$ cat src/rtl/hazard_ctrl.sv
// Pipeline hazard controller for the 5-stage core.
// Detects load-use hazards combinationally and inserts one bubble per hazard.
// A small FSM freezes the whole pipeline while a multi-cycle data-memory
// access completes. A saturating counter records every cycle with the PC held.
module hazard_ctrl #(
    parameter int MEM_LATENCY = 3,
    parameter int CNT_W       = 16
) (
    input  logic             clk_i,
    input  logic             rst_i,
    input  logic [4:0]       id_rs_i,
    input  logic [4:0]       id_rt_i,
    input  logic             id_uses_rt_i,
    input  logic             ex_memread_i,
    input  logic [4:0]       ex_rt_i,
    input  logic             mem_access_i,
    input  logic             branch_taken_i,
    output logic             select_o,
    output logic             pc_write_o,
    output logic             if_id_write_o,
    output logic             id_ex_write_o,
    output logic             if_flush_o,
    output logic [CNT_W-1:0] stall_cnt_o
);

    // Wait counter width: enough to hold MEM_LATENCY-2, never narrower than one bit.
    localparam int CW = (MEM_LATENCY > 1) ? $clog2(MEM_LATENCY) : 1;

    typedef enum logic [1:0] {
        ST_RUN  = 2'd0,
        ST_WAIT = 2'd1,
        ST_DONE = 2'd2
    } state_t;

    state_t        state, state_nxt;
    logic [CW-1:0] cnt, cnt_nxt;
    logic          hazard;
    logic          freeze;

    // Load-use detection: the load in EX writes a register the ID instruction reads.
    // Register 0 is hard-wired, so a load targeting it never creates a dependency.
    assign hazard = ex_memread_i && (ex_rt_i != 5'd0) &&
                    ((ex_rt_i == id_rs_i) || (id_uses_rt_i && (ex_rt_i == id_rt_i)));

    // State register and wait counter.
    // NOTE: sequential state uses non-blocking assignments so every flop samples
    // the pre-edge values; blocking here would create ordering-dependent races.
    always_ff @(posedge clk_i or negedge rst_i) begin
        if (!rst_i) begin
            state <= ST_RUN;
            cnt   <= '0;
        end else begin
            state <= state_nxt;
            cnt   <= cnt_nxt;
        end
    end

    // Next-state logic and the Mealy freeze output.
    // NOTE: every signal written here gets a default first; a path that leaves
    // one unassigned would infer a latch.
    always_comb begin
        state_nxt = state;
        cnt_nxt   = cnt;
        freeze    = 1'b0;
        unique case (state)
            ST_RUN: begin
                // Single-cycle memory never freezes; the FSM stays in RUN.
                if ((MEM_LATENCY > 1) && mem_access_i) begin
                    freeze = 1'b1;
                    if (MEM_LATENCY >= 3) begin
                        state_nxt = ST_WAIT;
                        cnt_nxt   = CW'(MEM_LATENCY - 2);
                    end else begin
                        state_nxt = ST_DONE;
                    end
                end
            end
            ST_WAIT: begin
                freeze  = 1'b1;
                cnt_nxt = cnt - CW'(1);
                if (cnt == CW'(1)) begin
                    state_nxt = ST_DONE;
                end
            end
            ST_DONE: begin
                // Release cycle: the access completes. mem_access_i is still high
                // for the held access, so it is deliberately ignored here.
                state_nxt = ST_RUN;
            end
            default: begin
                state_nxt = ST_RUN;
            end
        endcase
    end

    // Pipeline controls. Freeze outranks the bubble, the bubble outranks the flush;
    // reset forces the idle (free-running, no bubble, no flush) values.
    always_comb begin
        select_o      = rst_i && hazard && !freeze;
        pc_write_o    = !rst_i || !(hazard || freeze);
        if_id_write_o = !rst_i || !(hazard || freeze);
        id_ex_write_o = !rst_i || !freeze;
        if_flush_o    = rst_i && branch_taken_i && !hazard && !freeze;
    end

    // Saturating count of cycles in which the PC was held.
    always_ff @(posedge clk_i or negedge rst_i) begin
        if (!rst_i) begin
            stall_cnt_o <= '0;
        end else if (!pc_write_o && (stall_cnt_o != {CNT_W{1'b1}})) begin
            stall_cnt_o <= stall_cnt_o + CNT_W'(1);
        end
    end

endmodule

$ cat config.mk
export PLATFORM = sky130hd
export DESIGN_NAME = hazard_ctrl
export DESIGN_NICKNAME = d
export VERILOG_FILES = /design/src/rtl/hazard_ctrl.sv
export SDC_FILE = /design/constraint.sdc
export NUM_CORES = 1
export LEC_CHECK = 0
export CAP_MARGIN = 15
export CORE_MARGIN = 5
export CORE_UTILIZATION = 43
export DETAILED_ROUTE_END_ITERATION = 10
export PLACE_DENSITY = 0.78
export SLEW_MARGIN = 20
export SYNTH_ARGS = -nofsm -noshare
export SYNTH_HDL_FRONTEND = slang
export SYNTH_SLANG_ARGS = --single-unit
$ cat constraint.sdc
create_clock -name clk_i -period 2.58 [get_ports clk_i]
set_clock_uncertainty 0.2 [all_clocks]
set_input_delay 0.516 -clock clk_i [delete_from_list [all_inputs] [get_ports clk_i]]
set_output_delay 0.516 -clock clk_i [all_outputs]
set_load 0.005 [all_outputs]
---- After elaboration in Yosys (flattened, before gate mapping) ----
Index checks and enable logic that the tools add are counted.
Widths: inputs -> output; s select.
word-level totals
  output and inout port bits .............. 21
  word-level logic and storage cells ...... 41
  flip-flop bits (word level) ............. 20
  input port bits ......................... 21
operators by class
  multiplexer cells ....................... 6
  reduce and logical (&&, ||, !) cells .... 23
  $add $sub $neg .......................... 2
  eq/ne operators ......................... 7
operators with widths
  cell                   count
  $add 16x1->16 const B  1
  $ne 16x16->1 const B   1
  $eq 5x5->1             2
  $logic_and 1x1->1      9
  $pmux 2 s2             2
  $logic_not 1->1        5
  $reduce_bool 5->1      1
  $eq 2x1->1 const B     2
  $logic_or 1x1->1       4
  $mux 2                 2
  $ne 2x2->1 const B     2
  $reduce_and 2->1       2
  $logic_not 2->1        1
  $pmux 1 s2             1
  $reduce_bool 2->1      1
  $sub 2x1->2 const B    1
  $mux 1                 1

---- Longest topological paths before layout ----
  depth in word-level cells ............... 9
  mapped depth ............................ 8
  mapped depth without buffers ............ 7

---- Worst setup path before layout ----
Ideal clock, no wire load.
  path type ............................... input -> output
  start ................................... input port ex_rt_i[3]
  end ..................................... output port pc_write_o
  slack ................................... 322 ps
  arrival time ............................ 1542 ps
  cell stages on the path ................. 6
  cell sequence ........................... xor2_1 > nor4_1 > a32oi_1 > o21ai_2 > nand2_1 > buf_4
between the ends
  longest elaborated chain between the ends .. 7
  elaborated cells on any way between the ends .. 10
ends and longest elaborated chain
  what                 RTL line  text
  from (decl)          15        input logic [4:0] ex_rt_i,
  $eq 5x5->1           43        ((ex_rt_i == id_rs_i) || (id_uses_rt_i && (ex_rt_i == id_rt_i)));
  $logic_and 1x1->1    43
  $logic_or 1x1->1     43
  $logic_and 1x1->1 *  42        assign hazard = ex_memread_i && (ex_rt_i != 5'd0) &&
  $logic_or 1x1->1 *   --
  $logic_not 1->1 *    --
  $logic_or 1x1->1 *   --
  to (decl)            19        output logic pc_write_o,
Every way passes the cells marked *; elsewhere a longest branch is shown, timed or not.

---- Worst setup path in the final report ----
  start ................................... input port ex_rt_i[3]
  end ..................................... output port if_id_write_o
between the ends
  longest elaborated chain between the ends .. 7
  elaborated cells on any way between the ends .. 10
ends and longest elaborated chain
  what                 RTL line  text
  $eq 5x5->1           43
  $logic_and 1x1->1    43
  $logic_or 1x1->1     43
  $logic_and 1x1->1 *  42
  $logic_or 1x1->1 *   101       if_id_write_o = !rst_i || !(hazard || freeze);
  $logic_not 1->1 *    101
  $logic_or 1x1->1 *   101
  to (decl)            20        output logic if_id_write_o,
Marked as above.

==> key figures <==
Critical path
  • CP Capture Type: primary output
  • CP startpoint kind: input pin
  • CP cell instances: buf_8 > xor2_2 > nor4_2 > a32oi_1 > buf_4 > o21ai_2 > nand2_1 > buf_2
  • RR Startpoint: state[1]
  • CP max-delay cell: nor4_2
  • Critical Path Fanout Max: 3
  • Critical path data required time: between 1.5 and 2 ns
  • CP peak stage delay: 0.31 ns
  • Worst R2R End: stall_cnt_o[11]
  • Worst Path Class, Setup: input pin to primary output
  • Reg2reg setup slack: between 0.3 and 0.4 ns
  • R2R depth: 8
  • CP arrival: 1.81 ns

Timing
  • Final hold violation count: 0
  • Achievable Freq: ~0.40 GHz
  • Setup ws final: approximately 0.053 ns
  • Crit share post-route: 0.9796
  • Worst relative slew slack: 0.7583
  • Final setup fails: 0
  • Worst Max-Slew Pin Slew: approximately 0.36 ns
  • Final max-slew violation count: 0
  • RSZ-0062 raised after global routing: yes
  • Post-Route Setup TNS: 0 ns
  • Min Tclk post-route: around 2.5 ns

Routing
  • # DRC: 0
  • Via count: 1081
  • Final WL: 2861 um
  • Antenna-violating nets left: 0
  • DR WL/cell: 13.89 um
  • 1st-iter DRT viols: 27
  • Pre-Repair DR Iteration Count: 4
  • Vias per cell: 5.248

Power and ir drop
  • Total power: 1.234 mW
  • P_sw: between 400 and 500 uW
  • Combinational power share: 0.459
  • Maximum vdd drop: 0.0006204 V
  • P_int: 812.7 uW
  • Clock power frac: 0.148
  • Sw Share: 0.3416
  • Cell Pwr Density: 703.7 mW/mm^2
  • Seq pwr share: 0.393
  • LEAKAGE: 0.7782 nW

GRT
  • Total grt overflow: 0
  • Largest net degree at the start of global routing: 15
  • Total GRT Usage: 0.1669
  • Vias in the first global route: 1093
  • First-pass GRT wire length: roughly 4600 um
  • Initial antenna violation count: 0

Clock network
  • Clk buf depth: 2
  • Cts-stage hold buffer count: 0
  • Clk slew on worst S/H paths: 0.11 ns
  • CTS root buf: clkbuf_4
  • TritonCTS Buffers: 3
  • Worst skew pair latency: ~0.30 ns
  • Clock tree from TritonCTS: yes
  • Number of H-tree levels: 1
  • TritonCTS Sinks: 20

Yosys
  • Syn_nets: 134
  • Library cells used by synthesis: 28
  • Register bit total from synthesis: 20
  • Sequential area share after synthesis: 0.4474
  • Yosys top cell area share: 0.4474
  • Cell Area, Synth: ~0.0011 sq mm
  • Synth area leader: dfrtp_1
  • Top post-synthesis cells by area: dfrtp_1 (45%), xnor2_1 (10%), xor2_1 (7.8%)
  • Gate Count Post-Synth: 111
  • YS warnings: 0
  • Mean post-synth cell area: 10.08 sq um

Final layout
  • Highest-count cells in the layout ignoring fill and taps: buf_4 (22), dfrtp_1 (20), clkdlybuf4s50_1 (20)
  • Ant. Diodes: 0
  • Share of post-route cells with drive strength above 1: 0.3011
  • Nets: 200
  • Most common cell after layout, fill and taps aside: buf_4
  • Design area: 0.001754 sq mm
  • Synth-to-layout area growth: 56.82%

Floorplan
  • Die footprint: 0.003722 sq mm
  • IO Count: 42
  • DIE HEIGHT: 61.01 um
  • Site row count: 18
  • Starting Density: 0.4515
  • Placeable Area: 0.002477 sq mm
  • Die W: 61.01 um

Placement
  • Final HPWL DP: between 2000 and 2500 um
  • IO Port Bufs: 41
  • GP Congestion: around 0.8
  • Dpl ws: -0.7388 ns
  • Placed standard-cell area: 0.001675 sq mm

Job
  • Number of max-cap violations: 0

Run status
  • Status: finished, final reports clean

Hold path
  • Worst hold path type: input pin to async pin
[sequential cells by signal, summed over array words and instances (netlist names)]
register	cells
stall_cnt_o	16
cnt	2
state	2
[layout make-up]
type                       instances  area, sq um
multi-input combinational         82        618.1
sequential                        20        500.5
tap                               30        37.54
timing repair buffer              63        535.5
fill                             205        723.2
clock buffer                       4        36.28
inverter                           7        26.28
[critical path: cells and delay by family]
family / cells / cell delay (ns)
AOI/OAI and AO/OA: 2 / 0.33
xor gates and xnor gates: 1 / 0.16
buffers and inverters: 3 / 0.40
and+or+nand+nor: 2 / 0.40
[synth_stat cells (all sizes together)]
cell type and instances:
dfrtp 20, xnor2 13, nand2 12, xor2 10, nand3 8, inv 7, nor2 7, nand4 5
o21ai 5, mux2 3, nor3 3, nor4 3, a21oi 2, buf 2, ha 2, nand2b 2
a221o 1, a32oi 1, and2 1, nand3b 1, o2111a 1, o21bai 1, or4 1
[cells by family (layout without fill, tap and decap cells)]
kind of cell | Yosys count | after routing | share of synthesized area
DFF | 20 | 20 | 0.4474
buffers and inverters | 9 | 74 | 0.04027
muxes | 3 | 3 | 0.03020
AOI/OAI and AO/OA | 11 | 11 | 0.08278
and+or+nand+nor | 43 | 43 | 0.1969
xor gates and xnor gates | 23 | 23 | 0.1801
adders and majority gates | 2 | 2 | 0.02237
[stage by stage]
stage / util / hold slack, ns / instances
floorplan: - / 0.02041 / 111
global placement: 0.6763 / 0.2432 / 197
detailed placement: 0.6763 / 0.2599 / 197
CTS: 0.6899 / 0.2305 / 205
global route: 0.7081 / 0.2176 / 206
finish: 0.7081 / 0.2226 / 206
[timing repair]
action	in CTS	in global routing
setup buffers	4	1
endpoints found under the hold margin	0	0
setup endpoints to repair	17	4
pin swaps	14	10
gates resized for setup	49	14
[how the worst max path moves through the flow]
stage	endpoint	cells after the start	startpoint	slack [ns]
2_1_floorplan	pc_write_o	6	ex_rt_i[3]	0.32
3_3_place_gp	select_o	6	ex_rt_i[3]	-0.63
3_5_place_dp	if_flush_o	7	ex_rt_i[1]	-0.74
4_1_cts	if_flush_o	7	ex_rt_i[1]	0.003
5_1_grt	pc_write_o	8	ex_rt_i[1]	-0.04
6_report	if_id_write_o	8	ex_rt_i[3]	0.05
[power groups by stage]
stage | Combinational [mW] | Clock [mW] | Sequential, mW
floorplan | 0.240 | 0 | 0.478
global placement | 0.519 | 0 | 0.483
detailed placement | 0.542 | 0 | 0.493
CTS | 0.550 | 0.188 | 0.486
global route | 0.625 | 0.202 | 0.499
finish | 0.566 | 0.183 | 0.485
[routing by layer]
metal / GRT usage / share of wire / vias up
li1: - / - / 509
met1: 0.2003 / 0.40 / 513
met2: 0.2931 / 0.51 / 53
met3: 0.02553 / 0.070 / 6
met4: 0.07430 / 0.020 / 0
met5: 0 / 0 / -
(Power assumes the default switching activity.)
